**src/rtl/sweep_pkg.sv**
```systemverilog
// Shared definitions for the sweep clock domain: data widths, the binning
// state machine encoding and the closed-bin record.
package sweep_pkg;

  localparam int SAMPLE_W = 12;
  localparam int CNT_W    = 13;
  localparam int SUM_W    = SAMPLE_W + CNT_W;

  typedef enum logic [1:0] {
    IDLE  = 2'd0,
    ARM   = 2'd1,
    ACCUM = 2'd2
  } state_e;

  typedef struct packed {
    logic [SAMPLE_W-1:0] vc;
    logic [SUM_W-1:0]    sum;
    logic [CNT_W-1:0]    count;
    logic                sat;
  } bin_t;

endpackage

```
**src/rtl/step_averager_out_reg1.sv**
```systemverilog
// Generic 1-entry valid/ready holding register. A new word may load whenever
// the register is empty or its current word is being accepted this cycle.
module out_reg1 #(
  parameter int W = 8
) (
  input  logic         i_clk,
  input  logic         i_reset,
  input  logic         i_valid,
  output logic         o_ready,
  input  logic [W-1:0] i_data,
  output logic         o_valid,
  input  logic         i_ready,
  output logic [W-1:0] o_data
);

  logic         valid_q, valid_d;
  logic [W-1:0] data_q, data_d;

  assign o_ready = !valid_q || i_ready;

  // NOTE: every variable gets a default at the top of always_comb so no path
  // leaves it unassigned, which would otherwise infer a latch.
  always_comb begin
    valid_d = valid_q;
    data_d  = data_q;
    if (i_valid && o_ready) begin
      valid_d = 1'b1;
      data_d  = i_data;
    end else if (i_ready) begin
      valid_d = 1'b0;
    end
  end

  // NOTE: the payload register is reset as well; it drives module outputs
  // directly and must read 0 after reset, not stale data from before it.
  always_ff @(posedge i_clk) begin
    if (i_reset) begin
      valid_q <= 1'b0;
      data_q  <= '0;
    end else begin
      valid_q <= valid_d;
      data_q  <= data_d;
    end
  end

  assign o_valid = valid_q;
  assign o_data  = data_q;

endmodule

```
**src/rtl/step_averager.sv**
```systemverilog
// Bins ADC samples per sweep step: sums every valid sample while the DAC
// holds one voltage and offers each closed bin through a 1-entry register.
module step_averager #(
  parameter int SAMPLE_W = sweep_pkg::SAMPLE_W,
  parameter int CNT_W    = sweep_pkg::CNT_W,
  parameter int SUM_W    = SAMPLE_W + CNT_W
) (
  input  logic                i_stepCLK,
  input  logic                i_reset,
  input  logic                i_enable,
  input  logic [SAMPLE_W-1:0] i_vc,
  input  logic                i_stepping,
  input  logic [SAMPLE_W-1:0] i_sample,
  input  logic                i_sample_valid,
  output logic                o_valid,
  input  logic                i_ready,
  output logic [SAMPLE_W-1:0] o_vc,
  output logic [SUM_W-1:0]    o_sum,
  output logic [CNT_W-1:0]    o_count,
  output logic                o_sat,
  output logic                o_overrun,
  output logic [7:0]          o_dropped
);

  import sweep_pkg::*;

  localparam int               PAYLOAD_W = SAMPLE_W + SUM_W + CNT_W + 1;
  localparam logic [CNT_W-1:0] CNT_MAX   = '1;

  state_e              state_q, state_d;
  logic [SAMPLE_W-1:0] vc_q, vc_d;
  logic [SUM_W-1:0]    acc_q, acc_d;
  logic [CNT_W-1:0]    cnt_q, cnt_d;
  logic                sat_q, sat_d;
  logic                overrun_q, overrun_d;
  logic [7:0]          dropped_q, dropped_d;

  logic                 start_bin;
  logic                 close_bin;
  logic                 out_can_load;
  logic [PAYLOAD_W-1:0] close_payload;
  logic [PAYLOAD_W-1:0] out_payload;

  // A step in ARM only aligns the first bin; only a step in ACCUM closes one.
  assign start_bin = i_enable && i_stepping && (state_q == ARM || state_q == ACCUM);
  assign close_bin = i_enable && i_stepping && (state_q == ACCUM);

  // The closing bin is taken from the registers before this cycle's restart.
  assign close_payload = {vc_q, acc_q, cnt_q, sat_q};

  always_comb begin
    state_d   = state_q;
    vc_d      = vc_q;
    acc_d     = acc_q;
    cnt_d     = cnt_q;
    sat_d     = sat_q;
    overrun_d = overrun_q;
    dropped_d = dropped_q;

    if (!i_enable) begin
      state_d = IDLE;
      acc_d   = '0;
      cnt_d   = '0;
      sat_d   = 1'b0;
    end else if (start_bin) begin
      state_d = ACCUM;
      vc_d    = i_vc;
      acc_d   = i_sample_valid ? SUM_W'(i_sample) : '0;
      cnt_d   = i_sample_valid ? CNT_W'(1) : '0;
      sat_d   = 1'b0;
    end else if (state_q == IDLE) begin
      state_d = ARM;
    end else if (state_q == ACCUM && i_sample_valid) begin
      if (cnt_q != CNT_MAX) begin
        acc_d = acc_q + SUM_W'(i_sample);
        cnt_d = cnt_q + CNT_W'(1);
      end else begin
        sat_d = 1'b1;
      end
    end

    if (close_bin && !out_can_load) begin
      overrun_d = 1'b1;
      if (dropped_q != 8'hFF) begin
        dropped_d = dropped_q + 8'd1;
      end
    end
  end

  // NOTE: state flops use non-blocking assignments so every flop samples the
  // values from before the clock edge regardless of statement order.
  always_ff @(posedge i_stepCLK) begin
    if (i_reset) begin
      state_q   <= IDLE;
      vc_q      <= '0;
      acc_q     <= '0;
      cnt_q     <= '0;
      sat_q     <= 1'b0;
      overrun_q <= 1'b0;
      dropped_q <= '0;
    end else begin
      state_q   <= state_d;
      vc_q      <= vc_d;
      acc_q     <= acc_d;
      cnt_q     <= cnt_d;
      sat_q     <= sat_d;
      overrun_q <= overrun_d;
      dropped_q <= dropped_d;
    end
  end

  out_reg1 #(
    .W(PAYLOAD_W)
  ) u_out_reg (
    .i_clk   (i_stepCLK),
    .i_reset (i_reset),
    .i_valid (close_bin),
    .o_ready (out_can_load),
    .i_data  (close_payload),
    .o_valid (o_valid),
    .i_ready (i_ready),
    .o_data  (out_payload)
  );

  assign {o_vc, o_sum, o_count, o_sat} = out_payload;
  assign o_overrun = overrun_q;
  assign o_dropped = dropped_q;

endmodule

```
**config.mk**
```make
export PLATFORM = sky130hd
export DESIGN_NAME = step_averager
export DESIGN_NICKNAME = d
export VERILOG_FILES = /design/src/rtl/sweep_pkg.sv /design/src/rtl/step_averager_out_reg1.sv /design/src/rtl/step_averager.sv
export SDC_FILE = /design/constraint.sdc
export NUM_CORES = 1
export LEC_CHECK = 0
export CORE_MARGIN = 3
export CORE_UTILIZATION = 47
export CTS_BUF_LIST = sky130_fd_sc_hd__clkbuf_4 sky130_fd_sc_hd__clkbuf_8 sky130_fd_sc_hd__clkbuf_16
export DETAILED_ROUTE_END_ITERATION = 16
export PLACE_DENSITY = 0.77
export REMOVE_ABC_BUFFERS = 1
export SYNTH_ARGS = -nofsm -noshare
export SYNTH_HDL_FRONTEND = slang
export SYNTH_SLANG_ARGS = --single-unit
```
**constraint.sdc**
```tcl
create_clock -name i_stepCLK -period 2.68 [get_ports i_stepCLK]
set_clock_uncertainty 0.2 [all_clocks]
set_input_delay 0.536 -clock i_stepCLK [delete_from_list [all_inputs] [get_ports i_stepCLK]]
set_output_delay 0.536 -clock i_stepCLK [all_outputs]
set_load 0.05 [all_outputs]
```
After elaboration in Yosys (flattened, before gate mapping)
Index checks and enable logic that the tools add are counted. Widths: inputs -> output; s select.

Bits in registers: 114. Bits in latches: 0. Memory bits (writable): 0. Bits in read-only memories: 0. Input bits: 30. Output and inout bits: 61. Logic and storage cells: 56. Memories kept: 0.

Add/sub/neg operators: 3. Multipliers: 0. Divide/modulo/power cells: 0. Order comparisons: 0. Equal/unequal tests: 5. Shifts and indexed selects: 0. Multiplexer cells: 14. Bitwise logic cells: 3. Reductions and logical operators: 21.

Operators with widths (count): $mux 25 (4); $mux 13 (4); $add 25x12->25 (1); $add 13x1->13 const B (1); $ne 13x13->1 const B (1); $mux 12 (1); $add 8x1->8 const B (1); $ne 8x8->1 const B (1); $reduce_bool 2->1 (4); $logic_and 1x1->1 (6); $reduce_and 3->1 (2); $mux 2 (2); $reduce_and 2->1 (2); $mux 1 (3); $not 1->1 (3); $reduce_or 3->1 (1); $eq 2x1->1 const B (1); $eq 2x2->1 const B (1); $logic_not 1->1 (2); $logic_not 2->1 (1); $logic_or 1x1->1 (2); $ne 2x2->1 const B (1); $reduce_or 2->1 (1).

Longest topological paths before layout
Gate-level depths: netlist (run 1).

Word-level depth: 5. Depth in mapped cells: 10. Gate-level depth less buffers: 8.

By module
A second synthesis (run 1) with hierarchy kept.

Cell total of the unflattened synthesis: 640. Area, all modules: 5574.1 µm².

By module, submodules not included: step_averager (times used 1, cells each 403, area an instance 3313.2 µm², sequential area each 1241.2 µm²); out_reg1 (times used 1, cells each 237, area an instance 2260.9 µm², sequential area each 1041.0 µm²).

Worst setup path before layout (run 1)
No wires, ideal clock.

Path kind: input port to flip-flop. Start: input i_sample[6]. End: register acc_q[23]. Setup time: 0.135 ns. Arrival: 2.319 ns. Data required time: 2.345 ns. Setup slack: 0.026 ns. Stages on the path: 9. Buffers on the path: 2. Path through: ha_1 buf_6 a21o_1 a221oi_2 and3b_1 o41ai_2 buf_4 or3_1 a21oi_2.

Word-level cells in the longest chain between the ends: 5.

RTL lines: from (decl) (line step_averager.sv:13) `input logic [SAMPLE_W-1:0] i_sample,`; $add 25x12->25 (line step_averager.sv:75) `acc_d = acc_q + SUM_W'(i_sample);`; $mux 25 (line step_averager.sv:74) `if (cnt_q != CNT_MAX) begin`; $mux 25 (line step_averager.sv:73) `end else if (state_q == ACCUM && i_sample_valid) begin`; $mux 25 (line step_averager.sv:71) `end else if (state_q == IDLE) begin`; $mux 25 (line step_averager.sv:65) `end else if (start_bin) begin`; to (signal assigned) (line step_averager.sv:96) `acc_q <= '0;`; to (signal assigned) (line step_averager.sv:104) `acc_q <= acc_d;`; to (decl) (line step_averager.sv:32) `logic [SUM_W-1:0] acc_q, acc_d;`.

Every way passes these cells. The select of a mux whose other input is x is not followed. A chain may end at the register's enable or synchronous reset.

Worst setup path after layout (run 1)
Start: input i_sample[9]. End: register acc_q[13].

Same word-level chain as after synthesis.

==> summary.txt, run 1 <==
Route
  – Avg WL per Cell: 14.58 um
  – DRT iter0 DRCs: 257
  – Routed wire length: 12730 um
  – DR pass1 iterations: 5
  – DR vias: 4634
  – Post-route DRC: 0
  – Vias per cell: 5.308
  – Antenna viol nets, final: 0

Critical path
  – Worst setup EP type: flop
  – Type of the worst setup path: primary input to flop
  – Crit path launch type: primary input
  – CP arrival: 2890 ps
  – Worst-path fanout max: 6
  – Worst EP required: just under 3000 ps

Final layout
  – Fillers: 853
  – Nets: approximately 770
  – Share of cells above drive strength 1: roughly 13%
  – Layout area overhead: 38.19%
  – Reg area: roughly 2300 um2
  – # diodes: 0
  – Multi-input gate area: 2625 um2

CTS
  – TritonCTS Buffers: 17
  – H-tree levels: 4
  – Clock edge transition at the registers on the reported setup and hold paths: 60 ps
  – Longest Clk Path Bufs: 2
  – # clock sinks: 114
  – Clock root buffer: clkbuf_8
  – Worst skew pair latency: 520 ps
  – CTS tree: done

Place
  – DP HPWL: 8642 um
  – Pre-CTS WS: -544.4 ps
  – Buffers on Ports: 90
  – GPL Wtd Cong: 0.9331

Floorplan
  – Die W: around 110 um
  – Die area: ~12000 um2
  – Num rows: 37
  – Starting density of the core: 48.37%
  – Die height: 109.3 um
  – Core box area: roughly 10000 um2
  – I/O Pins: 91

Yosys
  – Post-synthesis sequential area ratio: 45.50%
  – YS warnings: 0
  – Top cell type's share of synthesized area: 45.50%
  – Main synth FF type: dfxtp_1
  – #FFs+latches synth: about 110
  – Fraction of registers with async set or reset after synthesis: 0%
  – Distinct cells, synth: between 40 and 50
  – Number of enable flip-flop cells after synthesis: 0
  – Syn_area_per_cell: 8.183 um2
  – Yosys top cell by area: dfxtp_1
  – Top post-synthesis cells by area: dfxtp_1 45%, nand2_1 11%, a21oi_1 8.1%
  – Cells after Synth: 613
  – Synthesized area: 5016 um2

GRT
  – Initial antenna violation count: 0
  – Global Route Usage Sum: between 20% and 30%
  – Vias in the first global route: 4567
  – Gr ovfl total: 0
  – First-pass GRT wire length: 20850 um
  – Largest net degree at the start of global routing: between 70 and 80

STA
  – Final Worst Setup Slack: 45.11 ps
  – Final setup viols: 0
  – Final hold violations: 0
  – Worst Max-Slew Pin Slew: approximately 750 ps
  – Highest Clock Rate: 379.5 MHz
  – Fin crit period: 2635 ps
  – Final Max Tran Viols: 0
  – Final Cycle Share: roughly 98%
  – Relative slew slack: 50.02%

Pwr
  – Leakage power: 2.525 nW
  – Peak VDD IR: 0.5556 mV
  – Cell Pwr Density: 609.9 nW/um2
  – Tot Pwr: about 4.2 mW

Hold path
  – Worst min-delay path class: primary input to flop

Outcome
  – Outcome: finished, final reports clean

Run
  – Max-Cap Viols: 0
## cells in the mapped netlist (2+ instances only)
master,instances
nand2_1,145
dfxtp_1,114
a21oi_1,81
nor2_1,41
clkbuf_1,30
o21ai_0,17
ha_1,16
nand3_1,16
xor2_1,15
xnor2_1,14
and3_1,9
inv_1,9
o21ai_1,9
or3_1,9
a21oi_2,6
nand2b_1,6
nand4_1,6
nor3_1,6
a21o_1,5
a221oi_1,5
and4_1,4
o211ai_1,4
o21a_1,4
a31oi_1,3
and2_1,3
nor4_1,3
a211o_1,2
a221oi_2,2
a311oi_1,2
a41oi_1,2
and3b_1,2
buf_1,2
buf_2,2
mux2i_1,2
nor2b_1,2
o2111ai_1,2
o41ai_2,2
## per-layer routing
metal  part of all wire (%)  wire length, um  track usage (%)  vias up
li1                       -                -                -     2337
met1                     44             5615            27.39     2169
met2                     50             6364            37.11      108
met3                    4.2              536            4.874       20
met4                    1.7              211            7.213        0
met5                      0                0                0        -
## cells in the final DEF, fill, tap and decap left out, types with 6 or more instances in the layout
master,n
buf_4,37
xor2_1,15
dfxtp_1,114
clkbuf_16,16
o21ai_0,17
nand2_1,145
inv_1,9
nand3_1,16
o21ai_1,8
xnor2_1,14
nor2_1,40
a21oi_1,81
and3_1,9
nor3_1,6
ha_1,12
a21oi_2,6
clkdlybuf4s50_1,86
nand4_1,6
or3_1,9
## final timing paths
| path | end | from | slack, ps | depth (start not counted) |
|---|---|---|---|---|
| hold / removal | acc_q[0] | i_sample[0] | 180 | 3 |
| setup reg to reg | acc_q[22] | acc_q[0] | 160 | 9 |
| hold reg to reg | u_out_reg.o_data[25] | u_out_reg.o_data[25] | 250 | 2 |
| setup / recovery | acc_q[13] | i_sample[9] | 50 | 9 |
## metrics by stage
stage / TNS (ps) / hold WS [ps] / area, um2 / utilization, % / cells
after floorplan: -16530 / 225.5 / 4867 / - / 577
after global placement: -7224 / 235.8 / 6226 / 60.04 / 839
after detailed placement: -8358 / 239.4 / 6226 / 60.04 / 839
after CTS: 0 / 251.1 / 6849 / 66.05 / 871
after global routing: -13.70 / 208.9 / 6932 / 66.84 / 873
final: 0 / 181.3 / 6932 / 66.84 / 873
## kinds of logic after synthesis
group	count (synthesis)	share of synthesized area [%]
buffers and inverters	45	3.642
adders and majority gates	17	4.390
DFF	114	45.50
and+or+nand+nor	254	22.28
muxes	2	0.3991
AOI/OAI and AO/OA	152	18.73
xor gates and xnor gates	29	5.064
## flip-flops by register name (all words and copies together) (netlist names)
| name | count |
|---|---|
| u_out_reg.o_data | 51 |
| cnt_q | 13 |
| state_q | 2 |
| u_out_reg.o_valid | 1 |
| sat_q | 1 |
| vc_q | 12 |
| acc_q | 25 |
| o_dropped | 8 |
| o_overrun | 1 |
## area by class of cell
type	instances	area share, %
Tap cell	136	2.455
Inverter	9	0.4874
Sequential cell	114	32.92
Clock buffer	19	6.282
Clock inverter	13	2.653
Multi-Input combinational cell	454	37.87
Timing Repair Buffer	128	17.33
## critical path, cell delays in order
cell	delay (ps)
clkdlybuf4s50_1	530
ha_4	230
and3_1	210
a221oi_2	270
and3b_1	230
o41ai_2	410
buf_4	220
o21ai_1	90
a21oi_2	150
## where the power goes
part	internal [mW]	total, mW	switching [mW]
sequential	1.70	1.71	0.00359
combinational	0.0857	0.182	0.0964
clock	1.54	2.34	0.797
total	3.33	4.23	0.897
## what timing repair did
item                                    4_1_cts  5_1_grt
setup buffers                                 0        1
pin swaps                                     0        8
gates cloned                                  0        1
hold buffers                                  0        0
resized for setup                             1       14
endpoints found under the setup margin        2       15
(Power assumes the default switching activity.)
==> inputs of run 2 (changes only) <==
--- a/config.mk
+++ b/config.mk
@@ -5,7 +5,7 @@
 export SDC_FILE = /design/constraint.sdc
 export NUM_CORES = 1
 export LEC_CHECK = 0
-export CORE_MARGIN = 3
+export CORE_MARGIN = 5
 export CORE_UTILIZATION = 47
 export CTS_BUF_LIST = sky130_fd_sc_hd__clkbuf_4 sky130_fd_sc_hd__clkbuf_8 sky130_fd_sc_hd__clkbuf_16
 export DETAILED_ROUTE_END_ITERATION = 16
==> run 2 against run 1 <==
Compared with the run above: critical path depth unchanged; first-iteration DRC count decreased by 4.3%; flip-flop and latch count unchanged; via count increased by 1.9%; largest power group unchanged.
==> summary.txt, run 2 (synthesized netlist as in run 1, its figures left out) <==
Outcome
  – Outcome: finished, final reports clean

GRT
  – Largest net degree at the start of global routing: 60 (-19%)
  – Initial antenna violation count: 0 (unchanged)
  – First-pass GRT wire length: 21690 um (+4.0%)
  – Gr ovfl total: 0 (unchanged)
  – Vias in the first global route: 4672 (+2.3%)
  – Global Route Usage Sum: 20.63% (-1.2 points)

Critical path
  – CP arrival: 2800 ps (-90 ps)
  – Worst Reg-to-Reg Cells: 9 (unchanged)
  – Worst r2r src: acc_q[0]
  – Flop2flop setup slack: 160 ps (about the same)
  – Worst Setup EP: acc_q[10]
  – R2R Path End: acc_q[10]
  – Crit path launch type: primary input
  – Type of the worst setup path: primary input to flop
  – Worst Setup SP: i_sample[7]
  – Worst EP required: 2870 ps (-60 ps)
  – Worst setup EP type: flop
  – Worst-path fanout max: 5 (-1)

STA
  – Worst Max-Slew Pin Slew: 605.7 ps (-144.0 ps)
  – Final setup viols: 0 (unchanged)
  – Highest Clock Rate: 382.5 MHz (+0.80%)
  – RSZ-0062 raised after global routing: no
  – Hold slack: 191.5 ps (+10.25 ps)
  – Final Cycle Share: 97.54% (-0.78 points)
  – Relative slew slack: 59.62% (+9.6 points)
  – Final Max Tran Viols: 0 (unchanged)
  – Final hold violations: 0 (unchanged)
  – Fin crit period: 2614 ps (-20.82 ps)

CTS
  – Clock edge transition at the registers on the reported setup and hold paths: 60 ps (about the same)
  – Worst skew pair latency: 510 ps (about the same)
  – CTS Hold Bufs: 0 (unchanged)
  – Clock root buffer: clkbuf_8
  – H-tree levels: 4 (unchanged)
  – Longest Clk Path Bufs: 2 (unchanged)
  – # clock sinks: 114 (unchanged)
  – TritonCTS Buffers: 17 (unchanged)
  – CTS tree: done

Final layout
  – Commonest non-fill, non-tap cell in the layout: nand2_1
  – Multi-input gate area: 2614 um2 (-0.43%)
  – Share of cells above drive strength 1: 12.62% (-0.14 points)
  – Fin cells: 873 (unchanged)
  – Non-Filler Cell Area, Final: 6920 um2 (-0.16%)
  – Commonest non-fill, non-tap cells in the layout: 145 x nand2_1, 114 x dfxtp_1, 88 x clkdlybuf4s50_1
  – Max FFs per register: 51 (unchanged)
  – Layout area overhead: 37.96%
  – Reg area: 2282 um2 (unchanged)
  – # diodes: 0 (unchanged)
  – Fillers: 862 (+1.1%)
  – Nets: 771 (unchanged)

Floorplan
  – Die area: 12840 um2 (+7.5%)
  – I/O Pins: 91 (unchanged)
  – Core box area: 10370 um2 (unchanged)
  – Die height: 113.3 um (+3.7%)
  – Num rows: 37 (unchanged)
  – Starting density of the core: 48.37% (unchanged)
  – Die W: 113.3 um (+3.7%)

Pwr
  – Sequential Power Share: 40.4% (about the same)
  – Combinational fraction of design power: 4.2% (about the same)
  – Clock share of power: 55.5% (about the same)
  – Internal Power: 3.339 mW (+0.26%)
  – Peak VDD IR: 0.4470 mV (-20%)
  – Cell Pwr Density: 610.2 nW/um2 (about the same)
  – Switching share of power: 20.93% (-0.29 points)
  – Leakage power: 2.518 nW (-0.30%)
  – Net Sw Power: 883.9 uW (-1.5%)

Route
  – DRT iter0 DRCs: 246 (-4.3%)
  – Antenna viol nets, final: 0 (unchanged)
  – Post-route DRC: 0 (unchanged)
  – DR pass1 iterations: 5 (unchanged)
  – Avg WL per Cell: 14.99 um (+2.8%)
  – Routed wire length: 13090 um (+2.8%)
  – Vias per cell: 5.410 (+1.9%)
  – DR vias: 4723 (+1.9%)

Run
  – Max-Cap Viols: 0 (unchanged)

Place
  – Placed Area: 6218 um2 (-0.12%)
  – Buffers on Ports: 90 (unchanged)
  – Number of instances in the placed design: 838 (-0.12%)
  – DP HPWL: 8978 um (+3.9%)
  – GPL Wtd Cong: 0.8419 (-9.8%)

Hold path
  – Worst min-delay path class: primary input to flop
## run 2: cell count changes in the layout (fill, tap and decap cells not counted), sizes merged
| cell | change |
|---|---|
| clkdlybuf4s50 | +2 |
| clkinvlp | +1 |
| dlymetal6s2s | -2 |
| clkinv | -1 |
## run 2: critical path: stages
cell	delay [ps]
clkdlybuf4s50_1	440
ha_1	350
buf_4	170
a211o_1	250
a21oi_1	280
o21ai_0	180
xor2_1	190
a221oi_2	320
nor2_1	90
## run 2: area by class of cell
class / count / share of cell area [%]
Multi-Input combinational cell: 454 / 37.77
Sequential cell: 114 / 32.98
Timing Repair Buffer: 128 / 17.28
Inverter: 9 / 0.4882
Clock buffer: 19 / 6.382
Clock inverter: 13 / 2.640
Tap cell: 136 / 2.459
## run 2: worst min-delay path by stage
| stage | from | end | slack, ps | cells past startpoint |
|---|---|---|---|---|
| finish | i_sample[0] | acc_q[0] | 190 | 3 |
| global route | i_reset | u_out_reg.o_data[12] | 200 | 2 |
| CTS | i_reset | u_out_reg.o_data[9] | 190 | 2 |
| detailed placement | o_overrun | o_overrun | 240 | 2 |
| global placement | vc_q[9] | u_out_reg.o_data[48] | 240 | 2 |
| floorplan | sat_q | u_out_reg.o_data[0] | 230 | 2 |
## run 2: through the flow
stage	total power [mW]	util, %	setup TNS [ps]	setup slack, ps
after global routing	4.356	66.74	0	8.920
after global placement	1.906	59.97	-7302	-466.4
after CTS	4.246	66.05	0	22.72
final	4.223	66.74	0	65.93
after floorplan	1.805	-	-16530	-764.1
after detailed placement	1.911	59.97	-8202	-544.7
## run 2: per-layer routing
layer | track usage, % | up-vias | routed length (um)
met4 | 9.054 | 0 | 416
li1 | - | 2336 | -
met3 | 4.599 | 39 | 658
met1 | 24.16 | 2182 | 5608
met5 | 0 | - | 0
met2 | 36.06 | 166 | 6404
## run 2: power by group through the flow
stage                     combinational (mW)  clock (mW)  sequential (mW)
after CTS                              0.172        2.37             1.71
after global placement                 0.165           0             1.74
after detailed placement               0.170           0             1.74
final                                  0.175        2.34             1.71
after global routing                   0.191        2.46             1.71
after floorplan                       0.0640           0             1.74
## run 2: timing repair
item / in CTS / in global routing
buffers inserted: 0 / 2
gates resized for setup: 1 / 10
endpoints found under the setup margin: 1 / 15
pin swaps: 1 / 8
gates cloned: 0 / 1
==> inputs of run 3 (changes only) <==
==> constraint.sdc (replaced) <==
create_clock -name i_stepCLK -period 2.11 [get_ports i_stepCLK]
set_clock_uncertainty 0.2 [all_clocks]
set_input_delay 0.422 -clock i_stepCLK [delete_from_list [all_inputs] [get_ports i_stepCLK]]
set_output_delay 0.422 -clock i_stepCLK [all_outputs]
set_load 0.05 [all_outputs]
==> run 3 against run 2 <==
Compared with the run above: the flow now finishes with violations (setup timing); utilization up 5.4 points; non-clock buffer count up 51; worst setup slack worse by 360 ps; via count up 9.1%; die area unchanged; largest power group unchanged; highest routed layer unchanged.
==> summary.txt, run 3 (synthesized netlist as in run 1, its figures left out) <==
Outcome
  – Outcome: complete, but fails checks
  – Failing checks: setup timing

GRT
  – Largest net degree at the start of global routing: 53 (-12%)
  – Initial antenna violation count: 0 (unchanged)
  – First-pass GRT wire length: 23780 um (+9.6%)
  – Global Route Usage Sum: 22.52% (+1.9 points)
  – Gr ovfl total: 0 (unchanged)
  – Vias in the first global route: 5195 (+11%)

Route
  – Vias per cell: 5.576 (+3.1%)
  – Antenna viol nets, final: 0 (unchanged)
  – DR pass1 iterations: 5 (unchanged)
  – Avg WL per Cell: 16.25 um (+8.4%)
  – DRT iter0 DRCs: 313 (+27%)
  – Routed wire length: 15020 um (+15%)
  – DR vias: 5152 (+9.1%)
  – Post-route DRC: 0 (unchanged)

Floorplan
  – I/O Pins: 91 (unchanged)
  – Starting density of the core: 48.37% (unchanged)
  – Num rows: 37 (unchanged)
  – Die W: 113.3 um (unchanged)
  – Die area: 12840 um2 (unchanged)
  – Core box area: 10370 um2 (unchanged)
  – Die height: 113.3 um (unchanged)

Place
  – Placed Area: 6419 um2 (+3.2%)
  – GPL Wtd Cong: 0.8630 (+2.5%)
  – Pre-CTS WS: -985.4 ps (-440.7 ps)
  – DP HPWL: 9514 um (+6.0%)
  – Buffers on Ports: 90 (unchanged)

CTS
  – CTS Hold Bufs: 0 (unchanged)
  – Clock edge transition at the registers on the reported setup and hold paths: 60 ps (about the same)
  – TritonCTS Buffers: 17 (unchanged)
  – Longest Clk Path Bufs: 2 (unchanged)
  – Worst skew pair latency: 520 ps (about the same)
  – CTS tree: done
  – # clock sinks: 114 (unchanged)
  – H-tree levels: 4 (unchanged)
  – Clock root buffer: clkbuf_8

Final layout
  – Layout area overhead: 49.19%
  – Nets: 823 (+6.7%)
  – Non-Filler Cell Area, Final: 7483 um2 (+8.1%)
  – Max FFs per register: 51 (unchanged)
  – # diodes: 0 (unchanged)
  – Share of cells above drive strength 1: 32.11% (+19 points)
  – Commonest non-fill, non-tap cells in the layout: 145 x nand2_1, 136 x buf_4, 101 x dfxtp_1
  – Commonest non-fill, non-tap cell in the layout: nand2_1

STA
  – Setup_tns: -3830 ps (-3830 ps)
  – Final setup viols: 20 (+20)
  – Fin crit period: 2405 ps
  – Relative slew slack: 64.03% (+4.4 points)
  – Final Max Tran Viols: 0 (unchanged)
  – Worst Max-Slew Pin Slew: 539.5 ps (-66.22 ps)
  – Final hold violations: 0 (unchanged)
  – RSZ-0062 raised after global routing: yes
  – Highest Clock Rate: 415.7 MHz
  – Final Cycle Share: 114.0%
  – Final Worst Setup Slack: -295.5 ps (-361.4 ps)
  – Hold slack: 81.58 ps (-109.9 ps)

Run
  – Max-Cap Viols: 0 (unchanged)

Pwr
  – Peak VDD IR: 0.4892 mV (+9.4%)
  – Cell Pwr Density: 687.4 nW/um2 (+13%)
  – Leakage power: 3.027 nW (+20%)

Critical path
  – CP arrival: 2610 ps (-190 ps)
  – Worst r2r src: acc_q[0]
  – CP Cell Sequence: ha_4 > fa_2 > a21o_1 > a221oi_2 > buf_4 > o221ai_4 > o211ai_1 > xor2_1 > nor2_1
  – Worst Setup SP: acc_q[0]
  – Critical-path top delay cell: fa_2
  – CP bufs+invs: 1 (-1)
  – Top delay family on crit path: compound AO/OA/AOI/OAI gates
  – Worst-path fanout max: 6 (+1)
  – Type of the worst setup path: flop to flop
  – Crit path launch type: flop
  – Worst setup EP type: flop
  – Worst EP required: 2310 ps (-560 ps)
  – Crit-path max cell delay: 350 ps (-90 ps)

Hold path
  – Worst min-delay path class: primary input to flop
  – Hold_sp: i_sample[3]
[run 3: worst paths after layout]
path                    end  slack, ps  depth (start not counted)
setup / recovery  acc_q[16]       -300                          9
hold / removal     acc_q[3]         80                          3
setup reg to reg  acc_q[16]       -300                          9
hold reg to reg   o_overrun        250                          2
[run 3: worst min-delay path, cell delays in order]
cell and delay [ps]:
dlymetal6s2s_1 130, a31oi_1 100, a21oi_1 110
[run 3: layout make-up]
class,count,area [um2]
Tap cell,136,170.2
Multi-Input combinational cell,455,2935
Clock buffer,20,449.2
Clock inverter,11,111.4
Fill cell,763,2887
Sequential cell,114,2301
Timing Repair Buffer,179,1483
Inverter,9,33.78
[run 3: power by group]
group	leakage [nW]	internal (mW)	switching, mW
clock	0.284	1.73	0.973
sequential	0.925	2.16	0.00470
combinational	1.82	0.125	0.148
[run 3: timing repair]
action,4_1_cts,5_1_grt
cloned,1,1
setup buffers,5,7
setup endpoints to repair,31,41
resized for setup,50,47
pin swaps,23,21
[run 3: metal layers]
| layer | part of all wire, % | up-vias | GRT usage, % |
|---|---|---|---|
| met5 | 0 | - | 0 |
| met4 | 3.8 | 0 | 11.62 |
| met3 | 5.7 | 50 | 5.508 |
| met2 | 51 | 214 | 39.06 |
| met1 | 40 | 2443 | 25.60 |
| li1 | - | 2445 | - |
[run 3: through the flow]
| stage | total power [mW] | std cells | utilization, % |
|---|---|---|---|
| after floorplan | 2.292 | 577 | - |
| after global placement | 2.439 | 880 | 61.90 |
| after detailed placement | 2.447 | 880 | 61.90 |
| after CTS | 5.140 | 917 | 69.39 |
| after global routing | 5.300 | 924 | 72.16 |
| final | 5.144 | 924 | 72.16 |
